===== config.mk =====
export PLATFORM = sky130hd
export DESIGN_NAME = instr_fetch_unit
export DESIGN_NICKNAME = d
export VERILOG_FILES = /design/src/rtl/rv_pkg.sv /design/src/rtl/instr_fetch_unit.sv
export SDC_FILE = /design/constraint.sdc
export NUM_CORES = 1
export LEC_CHECK = 0
export CAP_MARGIN = 5
export CORE_MARGIN = 8
export CORE_UTILIZATION = 49
export DETAILED_ROUTE_END_ITERATION = 7
export PLACE_DENSITY = 0.88
export SLEW_MARGIN = 20
export SYNTH_ARGS = -nofsm -noshare
export SYNTH_HDL_FRONTEND = slang
export SYNTH_SLANG_ARGS = --single-unit

===== constraint.sdc =====
create_clock -name clk -period 2.5 [get_ports clk]
set_input_delay 0.625 -clock clk [delete_from_list [all_inputs] [get_ports clk]]
set_output_delay 0.625 -clock clk [all_outputs]
set_load 0.02 [all_outputs]

===== src/rtl/rv_pkg.sv =====
// ---------------------------------------------------------------------------
// rv_pkg
// Shared RISC-V definitions for the fetch stage and the main controller decode.
//   - OP_* : 7-bit base opcodes recognised by the controller
//   - NOP_INSTR : canonical no-op (addi x0,x0,0) shown while no instruction is valid
//   - fetch_state_e : fetch sequencer states
//   - is_known_opcode() : true for the opcodes the controller decodes
// ---------------------------------------------------------------------------
package rv_pkg;

    localparam logic [6:0] OP_R      = 7'b0110011;
    localparam logic [6:0] OP_LOAD   = 7'b0000011;
    localparam logic [6:0] OP_STORE  = 7'b0100011;
    localparam logic [6:0] OP_BRANCH = 7'b1100011;
    localparam logic [6:0] OP_IMM    = 7'b0010011;
    localparam logic [6:0] OP_JALR   = 7'b1100111;
    localparam logic [6:0] OP_JAL    = 7'b1101111;

    localparam logic [31:0] NOP_INSTR = 32'h0000_0013;

    typedef enum logic [1:0] {
        S_IDLE = 2'd0,
        S_REQ  = 2'd1,
        S_HOLD = 2'd2
    } fetch_state_e;

    function automatic logic is_known_opcode(input logic [6:0] op);
        case (op)
            OP_R, OP_LOAD, OP_STORE, OP_BRANCH,
            OP_IMM, OP_JALR, OP_JAL: return 1'b1;
            default:                 return 1'b0;
        endcase
    endfunction

endpackage


===== src/rtl/instr_fetch_unit.sv =====
// ---------------------------------------------------------------------------
// instr_fetch_unit
// Fetch stage: keeps the PC, fetches one word at a time from instruction
// memory over a req/ack handshake, buffers one instruction for decode behind a
// valid/ready handshake and honours PC redirects from branch/jump resolution.
//
// Ports
//   clk, rst_n        clock (rising edge), asynchronous active-low reset
//   imem_req/addr     fetch request and word address (stable while req high)
//   imem_ack/rdata    memory response, only meaningful while imem_req is high
//   redirect_valid/pc one-cycle redirect pulse and target (bits [1:0] ignored)
//   instr_valid       buffered instruction valid for decode
//   decode_ready      decode consumes the buffered instruction
//   instr/instr_pc    buffered instruction and its PC (NOP_INSTR while invalid)
//   opcode            instr[6:0]
//   opcode_known      instr_valid and opcode is one the controller decodes
// ---------------------------------------------------------------------------
module instr_fetch_unit #(
    parameter int unsigned       XLEN      = 32,
    parameter logic [XLEN-1:0]   RESET_PC  = '0,
    parameter logic [31:0]       NOP_INSTR = rv_pkg::NOP_INSTR
) (
    input  logic            clk,
    input  logic            rst_n,
    output logic            imem_req,
    output logic [XLEN-1:0] imem_addr,
    input  logic            imem_ack,
    input  logic [31:0]     imem_rdata,
    input  logic            redirect_valid,
    input  logic [XLEN-1:0] redirect_pc,
    output logic            instr_valid,
    input  logic            decode_ready,
    output logic [31:0]     instr,
    output logic [XLEN-1:0] instr_pc,
    output logic [6:0]      opcode,
    output logic            opcode_known
);

    import rv_pkg::*;

    localparam logic [XLEN-1:0] ALIGN_MASK = ~XLEN'(3);
    localparam logic [XLEN-1:0] RESET_ADDR = RESET_PC & ALIGN_MASK;

    fetch_state_e    state_q, state_d;
    logic [XLEN-1:0] pc_q, pc_d;
    // Address presented to memory; separate from pc so it can stay stable while
    // a redirect target is already latched into pc during an in-flight fetch.
    logic [XLEN-1:0] addr_q, addr_d;
    logic            drop_q, drop_d;
    logic [31:0]     instr_q, instr_d;
    logic [XLEN-1:0] instr_pc_q, instr_pc_d;
    logic            instr_valid_q, instr_valid_d;

    logic [XLEN-1:0] redirect_tgt;
    logic [XLEN-1:0] refetch_tgt;
    logic [XLEN-1:0] seq_pc;

    assign redirect_tgt = redirect_pc & ALIGN_MASK;
    // A redirect arriving with the ack beats a target latched earlier.
    assign refetch_tgt  = redirect_valid ? redirect_tgt : pc_q;
    assign seq_pc       = instr_pc_q + XLEN'(4);

    always_comb begin
        state_d       = state_q;
        pc_d          = pc_q;
        addr_d        = addr_q;
        drop_d        = drop_q;
        instr_d       = instr_q;
        instr_pc_d    = instr_pc_q;
        instr_valid_d = instr_valid_q;

        case (state_q)
            S_IDLE: begin
                state_d = S_REQ;
                if (redirect_valid) begin
                    pc_d   = redirect_tgt;
                    addr_d = redirect_tgt;
                end else begin
                    addr_d = pc_q;
                end
            end

            S_REQ: begin
                if (imem_ack) begin
                    if (drop_q || redirect_valid) begin
                        // Stale data: throw it away and refetch from the target.
                        pc_d   = refetch_tgt;
                        addr_d = refetch_tgt;
                        drop_d = 1'b0;
                    end else begin
                        instr_d       = imem_rdata;
                        instr_pc_d    = addr_q;
                        instr_valid_d = 1'b1;
                        state_d       = S_HOLD;
                    end
                end else if (redirect_valid) begin
                    // Memory still owns addr_q; remember the target until the ack.
                    drop_d = 1'b1;
                    pc_d   = redirect_tgt;
                end
            end

            S_HOLD: begin
                if (redirect_valid) begin
                    instr_valid_d = 1'b0;
                    instr_d       = NOP_INSTR;
                    pc_d          = redirect_tgt;
                    addr_d        = redirect_tgt;
                    state_d       = S_REQ;
                end else if (decode_ready) begin
                    instr_valid_d = 1'b0;
                    instr_d       = NOP_INSTR;
                    pc_d          = seq_pc;
                    addr_d        = seq_pc;
                    state_d       = S_REQ;
                end
            end

            default: state_d = S_IDLE;
        endcase
    end

    always_ff @(posedge clk or negedge rst_n) begin
        if (!rst_n) begin
            state_q       <= S_IDLE;
            pc_q          <= RESET_ADDR;
            addr_q        <= RESET_ADDR;
            drop_q        <= 1'b0;
            instr_q       <= NOP_INSTR;
            instr_pc_q    <= '0;
            instr_valid_q <= 1'b0;
        end else begin
            state_q       <= state_d;
            pc_q          <= pc_d;
            addr_q        <= addr_d;
            drop_q        <= drop_d;
            instr_q       <= instr_d;
            instr_pc_q    <= instr_pc_d;
            instr_valid_q <= instr_valid_d;
        end
    end

    assign imem_req     = (state_q == S_REQ);
    assign imem_addr    = addr_q;
    assign instr_valid  = instr_valid_q;
    assign instr        = instr_q;
    assign instr_pc     = instr_pc_q;
    assign opcode       = instr_q[6:0];
    assign opcode_known = instr_valid_q && is_known_opcode(instr_q[6:0]);

endmodule


==> results.toml <==
[synth]
ys.flop_type = "dfrtp_1"
yosysTopAreaCell = "dfrtp_1"
postSynthCellCount = 731
synth_area_leaders = "dfrtp_1 (50%), nand2_1 (13%), o21ai_0 (3.4%), nand3_1 (3.4%), xnor2_1 (2.3%)"
synth.top_cell.area_share_pct = 50.26
ys_warn_count = 0
synth_area_per_cell_um2 = 8.786
synth_commonest_cells = "nand2_1 (225), dfrtp_1 (129), o21ai_0 (44), nand3_1 (43), clkbuf_1 (35)"
synth-edff-count = 0
ys_ff_latch = 132
syn_area_um2 = 6422
synth_most_common_cell = "nand2_1"
ys_seq_area_share_pct = 51.49
ys_types = 54
ys_async_sr_fraction_pct = 100.0
syn_nets = 801

[grt]
grt_max_degree = 47
gr-total-overflow = 0
track_usage_pct = 25.14
grt_pass1_wl_mm = 33.03
antenna_found_initial = 1
grt_pass1_vias = 6290

[floorplanning]
start_util_pct = 49.28
num_io_pins = 175
die_area_um2 = 17030
die_h_um = 130.5
rows = 42
fp.coreArea_um2 = 13030
die_w_um = 130.5

[detailed_routing]
drt-vias-per-instance = 5.703
drt_iter0_drc = 628
drc_errors = 0
postRouteAntennaNets = 0
wl_per_cell_um = 19.24
routed_wl_mm = 21.05
firstDrtPassIters = 6
route.vias.total = 6239

[clock_tree]
htreeDepth = 4
cts_tree = "done"
clock-sinks = 132
insertion_delay_ns = 0.42
post_cts_buffers = 0
clk_pin_slew_worst_paths_ns = 0.06
root_buffer = "clkbuf_16"
cts_buffers = 17
clockBufferDepth = 2

[power_and_ir_drop]
p_total_w = 0.01191
leakagePower_nw = 4.083
peakVddDrop_v = 0.0007441
p_per_area_nw_per_um2 = 1299

[worst_setup_path]
worstPathCellList = "mux2i_1 > nand4_1 > a21oi_1 > dlygate4sd2_1"
cp-start-kind = "flip-flop"
cp.arrival_ns = 1.78
max_stage_delay_ns = 0.44
r2r_end = "pc_q[26]"
crit_type = "flip-flop to primary output"
r2r-start = "instr_pc[4]"
r2r_setup_slack_ns = 0.29
crit_path_max_fanout = 4
slowest_stage = "dfrtp_1"
reg2regPathDepth = 5
required_ns = 1.88
critPathCaptureType = "primary output"

[sta]
period_needed_ns = 2.401
period_share_pct = 96.03
tightest_slew_ns = 0.6217
drv_slew = 0
rsz0062_at_grt = "no"
tns_ns = 0
relSlewSlack_pct = 58.55
setup_viol = 0
timing.clock.skew_ns = 0.008965
hold_viol = 0
clock.fmax_mhz = 416.5

[placed_design]
post-place-cells = 1060
place.gp.congestion = 0.8864
io_buffers = 172
hpwl_mm = 14.44

[cells_and_area]
nets = 973
area_growth_pct = 42.80
stdcell_count = 1094
post-route-util_pct = 70.37
layout-drive-gt1-share_pct = 10.48

[job]
maxCapViolCount = 0

[min_path]
hold_class = "input pin to async pin"

[run_status]
status = "finished, final reports clean"
==> report_power, final <==
group / total (W) / switching, W / internal, W
Clock: 0.00287 / 0.000919 / 0.00195
Combinational: 0.00506 / 0.00271 / 0.00235
Sequential: 0.00398 / 0.000898 / 0.00308
Total: 0.0119 / 0.00453 / 0.00738
==> state kept, by name, summed over array words and instances, names as in the netlist <==
| register | flops |
|---|---|
| state_q | 2 |
| instr_pc | 32 |
| instr | 32 |
| pc_q | 32 |
| drop_q | 1 |
| imem_addr | 32 |
| instr_valid | 1 |
==> critical path, delay by kind of cell, from the launching register on <==
| family | cells | cell delay, ns |
|---|---|---|
| AO/OA/AOI/OAI | 1 | 0.13 |
| AND/OR/NAND/NOR | 1 | 0.13 |
| multiplexers | 1 | 0.28 |
| flip-flops | 1 | 0.44 |
| buffers and inverters | 1 | 0.38 |
==> cell type report <==
| class | instances | area [um^2] |
|---|---|---|
| Timing Repair Buffer | 206 | 2067 |
| Multi-Input combinational cell | 539 | 2870 |
| Clock buffer | 23 | 478.0 |
| Clock inverter | 9 | 197.7 |
| Sequential cell | 132 | 3307 |
| Tap cell | 176 | 220.2 |
| Inverter | 7 | 26.28 |
| Fill cell | 937 | 3861 |
| Antenna cell | 2 | 5.005 |
==> kinds of logic after synthesis <==
group / Yosys count / synth area share [%]
simple gates: 371 / 26.14
flops: 132 / 51.49
compound gates: 124 / 11.47
buf+inv: 60 / 4.150
mux: 22 / 3.682
xor+xnor: 21 / 2.864
fa+ha+maj: 1 / 0.1948
==> metal layers <==
layer | wire length, um | up-vias | track usage, % | part of all wire, %
met1 | 8140 | 3020 | 31.11 | 39
li1 | - | 2840 | - | -
met2 | 10470 | 319 | 40.41 | 50
met3 | 1580 | 60 | 5.032 | 7.5
met5 | 0 | - | 0 | 0
met4 | 860 | 0 | 14.38 | 4.1
==> worst max path at each step <==
stage	from	to	slack, ns	cells after the start
4_1_cts	instr[2]	opcode_known	0.12	4
3_3_place_gp	decode_ready	pc_q[21]	0.11	7
2_1_floorplan	instr_pc[2]	imem_addr[18]	0.40	6
6_report	instr[2]	opcode_known	0.1	4
5_1_grt	instr[6]	opcode_known	0.07	5
3_5_place_dp	decode_ready	pc_q[23]	0.09	7
==> cells in the final DEF (no fill, tap or decap), types with 4 or more instances in the layout <==
master	Yosys	layout
a211oi_1	6	6
a21oi_1	29	28
a22oi_1	8	8
a31oi_1	9	9
and3_1	11	11
buf_12	0	8
buf_4	7	27
bufinv_16	0	6
clkbuf_16	0	17
clkdlybuf4s50_1	0	168
dfrtp_1	129	129
inv_1	7	7
mux2_2	13	13
mux2i_1	9	9
nand2_1	225	225
nand2b_1	6	6
nand3_1	43	43
nand4_1	7	7
nor2_1	34	33
nor3_1	9	9
nor4_1	7	7
o21ai_0	44	44
o21ai_1	4	4
o22ai_1	7	7
o31ai_1	4	4
xnor2_1	17	17
xor2_1	4	4
==> metrics by stage <==
stage | setup WS [ns] | hold slack (ns) | instance area [um^2]
2_1_floorplan | 0.3995 | 0.3294 | 6422
3_3_place_gp | 0.1079 | 0.4742 | 8493
3_5_place_dp | 0.08636 | 0.4774 | 8493
4_1_cts | 0.1153 | 0.2366 | 9166
5_1_grt | 0.07046 | 0.2612 | 9169
6_report | 0.09927 | 0.2172 | 9171
==> timing repair <==
item | 4_1_cts | 5_1_grt
setup endpoints to repair | 2 | 0
resized for setup | 2 | 0
endpoints found under the hold margin | 0 | 0
hold buffers | 0 | 0
Note: power is estimated with default switching activity, not from simulation.
